<file path="src/rtl/tone_decoder.sv">
// tone_decoder: measures period and high time of an asynchronous square/PWM
// tone, flags when consecutive periods agree (stable) and when no edge has
// been seen for TIMEOUT clocks (silence).
//
// Ports:
//   clk_i     - clock, all state on rising edge
//   rst_i     - asynchronous active-high reset
//   sound_i   - asynchronous tone input
//   period_o  - last measured period (rising edge to rising edge), clocks
//   high_o    - high time within that period, clocks
//   valid_o   - one-cycle pulse when period_o/high_o update
//   stable_o  - STABLE_CNT consecutive captures within TOL of each other
//   timeout_o - no tone present
module tone_decoder #(
  parameter int            BW         = 24,
  parameter logic [BW-1:0] TIMEOUT    = 24'd2400000,
  parameter int            STABLE_CNT = 4,
  parameter int            TOL        = 2
) (
  input  logic          clk_i,
  input  logic          rst_i,
  input  logic          sound_i,
  output logic [BW-1:0] period_o,
  output logic [BW-1:0] high_o,
  output logic          valid_o,
  output logic          stable_o,
  output logic          timeout_o
);

  localparam int MW = $clog2(STABLE_CNT + 1);
  localparam logic [MW-1:0] MATCH_MAX = MW'(STABLE_CNT);
  localparam logic [BW:0]   TOL_W     = (BW+1)'(TOL);

  typedef enum logic {WAIT_EDGE, MEASURE} state_t;

  state_t        state_q, state_d;
  logic          s1_q, s2_q, prev_q;
  logic [BW-1:0] per_cnt_q, per_cnt_d;
  logic [BW-1:0] hi_cnt_q, hi_cnt_d;
  logic          hi_run_q, hi_run_d;
  logic [BW-1:0] period_q, period_d;
  logic [BW-1:0] high_q, high_d;
  logic          valid_q, valid_d;
  logic          stable_q, stable_d;
  logic          tmo_q, tmo_d;
  logic [MW-1:0] match_q, match_d;

  logic          rise, fall;
  logic [BW:0]   diff, adiff;

  assign rise = s2_q & ~prev_q;
  assign fall = ~s2_q & prev_q;

  // One extra bit so the difference of two BW-bit periods never overflows;
  // the sign bit selects two's-complement negation for the magnitude.
  assign diff  = {1'b0, per_cnt_q} - {1'b0, period_q};
  assign adiff = diff[BW] ? (~diff + 1'b1) : diff;

  always_ff @(posedge clk_i or posedge rst_i) begin
    if (rst_i) begin
      state_q   <= WAIT_EDGE;
      s1_q      <= 1'b0;
      s2_q      <= 1'b0;
      prev_q    <= 1'b0;
      per_cnt_q <= '0;
      hi_cnt_q  <= '0;
      hi_run_q  <= 1'b0;
      period_q  <= '0;
      high_q    <= '0;
      valid_q   <= 1'b0;
      stable_q  <= 1'b0;
      tmo_q     <= 1'b1;
      match_q   <= '0;
    end else begin
      state_q   <= state_d;
      s1_q      <= sound_i;
      s2_q      <= s1_q;
      prev_q    <= s2_q;
      per_cnt_q <= per_cnt_d;
      hi_cnt_q  <= hi_cnt_d;
      hi_run_q  <= hi_run_d;
      period_q  <= period_d;
      high_q    <= high_d;
      valid_q   <= valid_d;
      stable_q  <= stable_d;
      tmo_q     <= tmo_d;
      match_q   <= match_d;
    end
  end

  always_comb begin
    state_d   = state_q;
    per_cnt_d = per_cnt_q + 1'b1;
    hi_cnt_d  = hi_cnt_q;
    hi_run_d  = hi_run_q;
    period_d  = period_q;
    high_d    = high_q;
    valid_d   = 1'b0;
    stable_d  = stable_q;
    tmo_d     = tmo_q;
    match_d   = match_q;

    // Counters restart on every rising edge; high time freezes at the fall.
    if (rise) begin
      per_cnt_d = {{(BW-1){1'b0}}, 1'b1};
      hi_cnt_d  = {{(BW-1){1'b0}}, 1'b1};
      hi_run_d  = 1'b1;
    end else if (fall) begin
      hi_run_d  = 1'b0;
    end else if (hi_run_q && s2_q) begin
      hi_cnt_d  = hi_cnt_q + 1'b1;
    end

    case (state_q)
      WAIT_EDGE: begin
        if (rise) begin
          // First edge only starts counting; nothing to capture yet.
          state_d = MEASURE;
          tmo_d   = 1'b0;
        end else begin
          per_cnt_d = TIMEOUT;  // parked so it can never wrap while idle
        end
      end
      MEASURE: begin
        if (rise) begin
          // Rising edge beats a coincident timeout.
          period_d = per_cnt_q;
          high_d   = hi_cnt_q;
          valid_d  = 1'b1;
          if (adiff <= TOL_W) begin
            if (match_q < MATCH_MAX) match_d = match_q + 1'b1;
          end else begin
            match_d = '0;
          end
          stable_d = (match_d == MATCH_MAX);
        end else if (per_cnt_q == TIMEOUT) begin
          state_d   = WAIT_EDGE;
          tmo_d     = 1'b1;
          period_d  = '0;
          high_d    = '0;
          stable_d  = 1'b0;
          match_d   = '0;
          per_cnt_d = TIMEOUT;
        end
      end
      default: state_d = WAIT_EDGE;
    endcase
  end

  assign period_o  = period_q;
  assign high_o    = high_q;
  assign valid_o   = valid_q;
  assign stable_o  = stable_q;
  assign timeout_o = tmo_q;

endmodule

</file>
<file path="config.mk">
export PLATFORM = sky130hd
export DESIGN_NAME = tone_decoder
export DESIGN_NICKNAME = d
export VERILOG_FILES = /design/src/rtl/tone_decoder.sv
export SDC_FILE = /design/constraint.sdc
export NUM_CORES = 1
export LEC_CHECK = 0
export CAP_MARGIN = 15
export CORE_MARGIN = 2
export CORE_UTILIZATION = 25
export CTS_CLUSTER_SIZE = 25
export DETAILED_ROUTE_END_ITERATION = 7
export PLACE_DENSITY = 0.45
export SYNTH_ARGS = -nofsm -noshare
export SYNTH_HDL_FRONTEND = slang
export SYNTH_SLANG_ARGS = --single-unit
</file>
<file path="constraint.sdc">
create_clock -name clk_i -period 3.85 [get_ports clk_i]
set_input_delay 0.5775 -clock clk_i [delete_from_list [all_inputs] [get_ports clk_i]]
set_output_delay 0.5775 -clock clk_i [all_outputs]
set_load 0.05 [all_outputs]
</file>
==> impl_metrics.toml, run 1 <==
[layout]
area_growth_pct = 33.9
antenna_cells = 0
drive_gt1_share_pct = 21.9
mostFrequentLayoutCells = "119 x buf_4, 100 x dfrtp_1, 64 x nand2_1"
fin_nets = 943
layout_commonest_cell = "buf_4"
fillers = 2801
layoutNonFillerInstCount = 1254

[detailed_routing]
drtIter0Drc = 325
totalWireLength_um = 20000
num_vias = 6099
drc = 0
dr.pass1.iters = 4
wire_per_inst_um = 16.0
final_antenna_net_count = 0
vias_per_cell = 4.86

[synthesis]
synth_edf_count = 0
yosysTopAreaCellShare_pct = 39.0
synth_area_leaders = "dfrtp_1 39%, ha_1 5.7%, a22o_1 5.5%"
synth_ff_type = "dfrtp_1"
synth_cells = 749
yosysWarnings = 0
synth_area_mm2 = 0.00679
synth_largest_area_cell = "dfrtp_1"
ys_seq_elements = 107
ys_async_sr_fraction_pct = 100
ys_types = 83
yosysSeqAreaShare_pct = 39.4
syn_nets = 784
syn_area_per_cell_um2 = 9.07

[global_route]
grt_max_degree = 46
grt_usage_pct = 14.5
antenna_found_initial = 0
grt_overflow = 0
grt_pass1_vias = 6114
grt_pass1_wl_um = 33100

[power_and_ir_drop]
vdd_drop_max_mv = 0.266
fin_total_pwr_mw = 6.13
power_frac_seq_pct = 20.5
internal_power_mw = 3.50
sw_frac_of_total_pct = 42.9
p_clk_share_pct = 16.3
pwr-share-comb_pct = 63.3
leakage_nw = 4.05
power_density_mw_per_mm2 = 673
p_switching_mw = 2.63

[placement]
place_hpwl_um = 15300
io_buffers = 53
place_ws_ns = -0.189
place_congestion = 0.788
placed_cells = 1232

[sta]
period_needed_ns = 3.89
setup_viol = 1
grt_setup_unrepaired = "yes"
slew_headroom_pct = 43.2
fin_crit_sh_pct = 101
worstMarginPinSlew_ns = 0.849
fmax_mhz = 257
finalWorstSetupSlack_ns = -0.0405
clock_skew_ns = 0.0133
slew_violations = 0
finalHoldViolations = 0

[clock_network]
numCtsBuffers = 9
cts.htree.levels = 3
clock_latency_ns = 0.36
clockBufferDepth = 2
numClockSinks = 107
tritoncts = "done"
cts.clk_slew.worst_paths_ns = 0.08
ctsHoldBuffers = 0
cts_root_buffer = "clkbuf_16"

[floorplanning]
core_area_mm2 = 0.0268
die-height_um = 169
io_pins = 54
die_w_um = 169
initial_core_util_pct = 25.3
die_area_mm2 = 0.0285
fp-row-count = 60

[setup_path]
crit_required_ns = 4.13
timing_worst_setup_path_type = "flip-flop to flip-flop"
cpPeakStageDelay_ns = 0.52
crit_arrival_ns = 4.17
r2r_cells = 15
cpLargestDelayFamily = "compound AO/OA/AOI/OAI gates"
crit_path_end_kind = "flip-flop"
path_cells = "ha_4 -> fa_2 -> nand2b_4 -> a21bo_4 -> a31oi_4 -> xor2_2 -> or4b_4 -> or2_4 -> buf_6 -> o21a_1 -> o32ai_2 -> o311ai_2 -> a211oi_4 -> a32o_1 -> o21bai_1"
cp_num_buf_inv = 1
critPathMaxFanout = 5
critPathSlowestCell = "or4b_4"
cp.depth = 15
startpoint_type = "flip-flop"

[min_path]
holdPathStages = 0
min_path_type = "flip-flop to flip-flop"

[job]
drv_cap = 0

[outcome]
violations = "negative setup slack"
status = "complete, but fails checks"
## cell usage after synthesis, drive strengths merged (4+ instances only)
cell type and n:
dfrtp 106, nand2 64, nor2 64, o21ai 49, a22o 43, a21oi 40
inv 39, xor2 35, nand3 33, ha 31, clkbuf 25, nand4 19
nor3 19, xnor2 16, or3 12, and2 9, or2 9, a21o 8
and3 8, a211oi 7, nand2b 7, o2111ai 7, a31oi 6, nand3b 6
o21a 6, a21boi 5, and4 5, o211ai 4
## per-stage QoR
stage | hold slack [ns] | utilization (%) | area (µm²) | setup TNS (ns)
floorplan | 0.331 | - | 6820 | -0.530
global placement | 0.353 | 32.0 | 8580 | -0.170
detailed placement | 0.335 | 32.0 | 8580 | -0.369
CTS | 0.355 | 33.5 | 8970 | -0.0886
global route | 0.367 | 33.9 | 9100 | -0.662
finish | 0.353 | 33.9 | 9100 | -0.0405
## repair_timing
action,CTS,global route
endpoints found under the setup margin,4,4
pin swaps,15,1
setup buffers,4,2
gates resized for setup,11,19
## kinds of logic (layout without fill, tap and decap cells)
logic type | after synthesis | after routing | synth area share (%)
AND/OR/NAND/NOR | 275 | 275 | 21.1
AO/OA/AOI/OAI | 212 | 212 | 22.4
flip-flops | 107 | 107 | 39.4
buffers and inverters | 68 | 232 | 3.90
XOR/XNOR | 51 | 51 | 6.58
adder cells (fa/ha/maj) | 32 | 32 | 6.00
multiplexers | 4 | 4 | 0.608
## layout make-up
type	instances	area (µm²)	share of cell area, %
Timing Repair Buffer	176	1490	16.3
Multi-Input combinational cell	574	4030	44.3
Inverter	40	153	1.68
Tap cell	341	427	4.69
Sequential cell	107	2690	29.5
Clock inverter	7	93.8	1.03
Clock buffer	9	225	2.48
## power by group through the flow
stage,clock (mW),sequential (mW),combinational [mW]
CTS,1.03,1.25,3.71
floorplan,0,1.39,2.07
finish,0.997,1.25,3.88
global placement,0,1.27,3.62
global route,1.07,1.27,4.25
detailed placement,0,1.27,3.60
## flip-flops by register name, indices dropped and copies added (netlist names)
signal	count
hi_cnt_q	24
high_o	24
per_cnt_q	24
period_o	24
match_q	3
hi_run_q	1
prev_q	1
s1_q	1
s2_q	1
stable_o	1
state_q	1
timeout_o	1
valid_o	1
## per-layer routing
layer / track usage [%] / wire (µm)
met1: 20.2 / 9970
met3: 2.36 / 513
met2: 23.9 / 9380
met4: 2.55 / 148
met5: 0 / 0
## final timing paths
path | end | slack, ns | start
worst max register to register | match_q[1]$_DFFE_PP0P_ | -0.04 | period_o[0]$_DFFE_PP0P_
min in group asynchronous | high_o[17]$_DFFE_PP0P_ | 0.64 | rst_i
worst max-delay path | match_q[1]$_DFFE_PP0P_ | -0.04 | period_o[0]$_DFFE_PP0P_
max in group asynchronous | timeout_o$_DFFE_PP1P_ | 2.49 | rst_i
worst min register to register | s2_q$_DFF_PP0_ | 0.35 | s1_q$_DFF_PP0_
worst min-delay path | s2_q$_DFF_PP0_ | 0.35 | s1_q$_DFF_PP0_
No activity file was read; power rests on OpenSTA's default activity.
==> run 2, diff against run 1 <==
--- a/config.mk
+++ b/config.mk
@@ -6,7 +6,6 @@
 export NUM_CORES = 1
 export LEC_CHECK = 0
 export CAP_MARGIN = 15
-export CORE_MARGIN = 2
 export CORE_UTILIZATION = 25
 export CTS_CLUSTER_SIZE = 25
 export DETAILED_ROUTE_END_ITERATION = 7
==> run 2 against run 1 <==
Net effect:
- the flow still finishes with violations (negative setup slack)
- cell count is 0.96% lower
- hold slack better by 0.0073 ns
- worst setup slack worse by 0.087 ns
- non-clock buffer count fell by 6
- maximum frequency shrank 2.2%
- critical path type unchanged
==> impl_metrics.toml, run 2 (synthesis results as in run 1) <==
[power_and_ir_drop]
p_clk_share_pct = 16.5
power_density_mw_per_mm2 = 686
pwr-share-comb_pct = 63.3
sw_frac_of_total_pct = 43.1
p_switching_mw = 2.68
internal_power_mw = 3.54
vdd_drop_max_mv = 0.302
leakage_nw = 4.03
power_frac_seq_pct = 20.2

[global_route]
grt_pass1_wl_um = 33400
grt_overflow = 0
antenna_found_initial = 0
grt_pass1_vias = 6225
grt_usage_pct = 14.9
grt_max_degree = 55

[floorplanning]
initial_core_util_pct = 25.8
die_w_um = 167
io_pins = 54
die_area_mm2 = 0.0278
core_area_mm2 = 0.0264
fp-row-count = 59
die-height_um = 167

[setup_path]
cpPeakStageDelay_ns = 0.48
critPathMaxFanout = 5
timing_worst_setup_path_type = "flip-flop to flip-flop"
r2r_start = "period_o[3]$_DFFE_PP0P_"
critPathSlowestCell = "or4b_4"
startpoint_type = "flip-flop"
crit_path_end_kind = "flip-flop"
crit_arrival_ns = 4.23
crit_required_ns = 4.10
path_cells = "inv_1 -> ha_1 -> o211a_1 -> a21boi_4 -> or3_4 -> a22oi_2 -> or4b_4 -> or2_4 -> or3_4 -> buf_4 -> o311ai_2 -> a211o_1 -> nor4_2 -> buf_4 -> a32o_1 -> o21bai_1"
crit_start = "period_o[3]$_DFFE_PP0P_"

[placement]
place_congestion = 0.808
io_buffers = 53
place_hpwl_um = 15300

[clock_network]
clockBufferDepth = 2
numClockSinks = 107
tritoncts = "done"
numCtsBuffers = 9
ctsHoldBuffers = 0
clock_latency_ns = 0.37
cts.clk_slew.worst_paths_ns = 0.09
cts_root_buffer = "clkbuf_16"
cts.htree.levels = 3

[detailed_routing]
final_antenna_net_count = 0
wire_per_inst_um = 16.4
vias_per_cell = 4.90
dr.pass1.iters = 4
drtIter0Drc = 324
totalWireLength_um = 20300
drc = 0
num_vias = 6087

[sta]
finalSetupTns_ns = -0.229
grt_setup_unrepaired = "yes"
slew_headroom_pct = 34.3
worstMarginPinSlew_ns = 0.982
setup_viol = 4
period_needed_ns = 3.98
fin_crit_sh_pct = 103
finalWorstSetupSlack_ns = -0.128
finalHoldViolations = 0
slew_violations = 0
fmax_mhz = 251
clock_skew_ns = 0.0123

[layout]
area_growth_pct = 33.5
drive_gt1_share_pct = 22.2
layout_commonest_cell = "buf_4"
postLayoutCoreUtil_pct = 34.4
mostFrequentLayoutCells = "115 x buf_4, 99 x dfrtp_1, 64 x nand2_1"
fin_nets = 937
antenna_cells = 0

[min_path]
min_path_type = "flip-flop to flip-flop"
hold_start = "s1_q$_DFF_PP0_"

[outcome]
violations = "negative setup slack"
status = "complete, but fails checks"

[job]
drv_cap = 0
==> run 2: changes by cell type in the layout (fill, tap and decap cells not counted), moves of 2 or more <==
cell,change
a21oi_1,-3
a21oi_2,+3
buf_4,-4
inv_6,-2
o21ai_1,-2
==> run 2: cell type report <==
class                      count  area [µm²]
sequential                   107        2690
fill                        2701       17300
clock buffer                   9         225
timing repair buffer         170        1430
multi-input combinational    574        4060
clock inverter                 7         104
inverter                      40         153
tap                          335         419
==> run 2: routing by layer <==
layer  global-route usage, %  wire length, µm  vias to the layer above
li1                        -                -                     3049
met1                    20.3            10100                     2937
met2                    25.1             9590                       87
met3                    2.28              464                       14
met4                    2.58              173                        0
met5                       0                0                        -
==> run 2: stage by stage <==
step           std cells  worst slack (ns)  instance area [µm²]  total power [mW]  hold slack (ns)
2_1_floorplan        749            -0.181                 6820              3.46            0.331
3_3_place_gp        1223            -0.125                 8540              4.95            0.333
3_5_place_dp        1223            -0.222                 8540              4.94            0.346
4_1_cts             1240            -0.108                 8930              6.05            0.367
5_1_grt             1242            -0.314                 9070              6.66            0.376
6_report            1242            -0.128                 9070              6.22            0.361
==> run 2: repair_timing <==
item	4_1_cts	5_1_grt
buffers inserted	1	2
resized for setup	12	24
pin swaps	11	9
endpoints found under the setup margin	4	4
==> run 2: worst paths after layout <==
kind | endpoint | slack (ns) | depth (start not counted)
setup / recovery | match_q[1]$_DFFE_PP0P_ | -0.13 | 16
hold / removal | s2_q$_DFF_PP0_ | 0.36 | 0
setup reg to reg | match_q[1]$_DFFE_PP0P_ | -0.13 | 16
hold reg to reg | s2_q$_DFF_PP0_ | 0.36 | 0
max in group asynchronous | timeout_o$_DFFE_PP1P_ | 2.39 | 3
min in group asynchronous | high_o[11]$_DFFE_PP0P_ | 0.68 | 2
==> run 2: power by group through the flow <==
stage          clock network, mW  registers (mW)  logic (mW)
3_3_place_gp                   0            1.27        3.67
2_1_floorplan                  0            1.39        2.07
3_5_place_dp                   0            1.27        3.66
6_report                    1.03            1.26        3.94
4_1_cts                     1.06            1.26        3.73
5_1_grt                     1.09            1.27        4.30
==> run 2: critical path: cells and delay by family, from the launching register on <==
kind / cells / cell delay (ns)
buf+inv: 3 / 0.36
flops: 1 / 0.36
simple gates: 5 / 1.54
fa+ha+maj: 1 / 0.30
compound gates: 7 / 1.31
==> run 3, diff against run 2 <==
--- a/config.mk
+++ b/config.mk
@@ -6,10 +6,10 @@
 export NUM_CORES = 1
 export LEC_CHECK = 0
 export CAP_MARGIN = 15
-export CORE_UTILIZATION = 25
+export CORE_UTILIZATION = 54
 export CTS_CLUSTER_SIZE = 25
 export DETAILED_ROUTE_END_ITERATION = 7
-export PLACE_DENSITY = 0.45
+export PLACE_DENSITY = 0.81
 export SYNTH_ARGS = -nofsm -noshare
 export SYNTH_HDL_FRONTEND = slang
 export SYNTH_SLANG_ARGS = --single-unit
==> run 3 against run 2 <==
Net effect:
- the flow still finishes with violations (negative setup slack)
- worst setup slack better by 0.061 ns
- hold slack about the same
- register-to-register slack better by 0.06 ns
- via count up 6.9%
- die area down 53%
- first-iteration DRC count up 35%
- cell count down 14%
- critical path depth down 2
- combinational power down 2%
==> impl_metrics.toml, run 3 (synthesis results as in run 1) <==
[clock_network]
cts.htree.levels = 3
tritoncts = "done"
numClockSinks = 107
cts.clk_slew.worst_paths_ns = 0.08
clockBufferDepth = 2
numCtsBuffers = 9
clock_latency_ns = 0.36
cts_root_buffer = "clkbuf_16"
ctsHoldBuffers = 0

[layout]
multi_input_area_mm2 = 0.00406
mostFrequentLayoutCells = "112 x buf_4, 100 x dfrtp_1, 64 x nand2_1"
fin_nets = 934
area_growth_pct = 29.9
fillers = 863
drive_gt1_share_pct = 21.8
postLayoutCoreUtil_pct = 72.9
seqCellArea_mm2 = 0.00269
layout_commonest_cell = "buf_4"
layoutNonFillerInstCount = 1072
antenna_cells = 0

[global_route]
grt_pass1_vias = 6365
grt_pass1_wl_um = 31600
use_met1_pct = 41.6
antenna_found_initial = 0
use_met2_pct = 49.5
top_usage_layer = "met2"
met3_usage_pct = 4.71
grt_max_degree = 85
grt_usage_pct = 30.6
grt_overflow = 0

[placement]
place_ws_ns = -0.223
place_congestion = 0.899
place_hpwl_um = 14000
placed_cells = 1047
io_buffers = 53

[sta]
period_needed_ns = 3.92
setup_viol = 3
worstMarginPinSlew_ns = 0.622
slew_headroom_pct = 58.4
slew_violations = 0
fmax_mhz = 255
finalWorstSetupSlack_ns = -0.0669
clock_skew_ns = 0.00949
grt_setup_unrepaired = "yes"
finalHoldViolations = 0
finalSetupTns_ns = -0.0848
fin_crit_sh_pct = 102

[detailed_routing]
vias_per_cell = 6.07
num_vias = 6508
drtIter0Drc = 438
final_antenna_net_count = 0
dr.pass1.iters = 5
wire_per_inst_um = 18.3
drc = 0
totalWireLength_um = 19700

[setup_path]
startpoint_type = "flip-flop"
crit_path_end_kind = "flip-flop"
cp.depth = 14
critPathMaxFanout = 5
timing_worst_setup_path_type = "flip-flop to flip-flop"
crit_arrival_ns = 4.19
cpPeakStageDelay_ns = 0.53
crit_required_ns = 4.13
critPathSlowestCell = "or4_4"
path_cells = "inv_1 -> ha_1 -> o211a_1 -> a21boi_4 -> or3_4 -> a22oi_2 -> or4b_4 -> or2_4 -> o31ai_4 -> mux2i_1 -> or4_4 -> a211oi_4 -> a32o_1 -> o21bai_1"
cpLargestDelayFamily = "simple AND/OR/NAND/NOR gates"
r2r_cells = 14
cp_num_buf_inv = 1

[floorplanning]
die-height_um = 114
core_area_mm2 = 0.0121
die_area_mm2 = 0.0130
die_w_um = 114
fp-row-count = 40
initial_core_util_pct = 56.1
io_pins = 54

[power_and_ir_drop]
p_switching_mw = 2.67
sw_frac_of_total_pct = 43.9
power_density_mw_per_mm2 = 688
power_frac_seq_pct = 20.7
leakage_nw = 4.00
pwr-share-comb_pct = 63.9
p_clk_share_pct = 15.4
internal_power_mw = 3.41
fin_total_pwr_mw = 6.07
vdd_drop_max_mv = 0.446

[outcome]
violations = "negative setup slack"
status = "complete, but fails checks"

[min_path]
min_path_type = "flip-flop to flip-flop"
holdPathStages = 0

[job]
drv_cap = 0
-- run 3: layout make-up --
class	count	share of cell area, %
multi-input combinational	574	46.0
sequential	107	30.4
timing repair buffer	167	16.0
clock buffer	9	2.55
tap	168	2.38
inverter	40	1.73
clock inverter	7	0.893
-- run 3: path summary, 6_finish.rpt --
check | start | to | slack, ns
max in group asynchronous | rst_i | period_o[21]$_DFFE_PP0P_ | 2.48
hold / removal | s1_q$_DFF_PP0_ | s2_q$_DFF_PP0_ | 0.36
setup / recovery | period_o[3]$_DFFE_PP0P_ | match_q[1]$_DFFE_PP0P_ | -0.07
setup reg to reg | period_o[3]$_DFFE_PP0P_ | match_q[1]$_DFFE_PP0P_ | -0.07
hold reg to reg | s1_q$_DFF_PP0_ | s2_q$_DFF_PP0_ | 0.36
min in group asynchronous | rst_i | high_o[4]$_DFFE_PP0P_ | 0.51
-- run 3: stage by stage --
stage	area [µm²]	hold slack [ns]
2_1_floorplan	6820	0.331
3_3_place_gp	8250	0.336
3_5_place_dp	8250	0.345
4_1_cts	8650	0.362
5_1_grt	8820	0.365
6_report	8820	0.361
-- run 3: power by group through the flow --
stage | clock network (mW) | logic, mW | registers [mW]
floorplan | 0 | 2.07 | 1.39
global placement | 0 | 3.33 | 1.27
detailed placement | 0 | 3.39 | 1.27
CTS | 0.942 | 3.57 | 1.25
global route | 0.980 | 4.16 | 1.27
finish | 0.936 | 3.88 | 1.26
-- run 3: metal layers --
layer,wire [µm],vias up
met5,0,-
met2,9610,226
li1,-,3039
met1,8490,3197
met4,518,0
met3,1060,46
-- run 3: what timing repair did --
item / 4_1_cts / 5_1_grt
endpoints found under the setup margin: 4 / 4
pin swaps: 10 / 6
resized for setup: 18 / 18
buffers inserted: 3 / 5
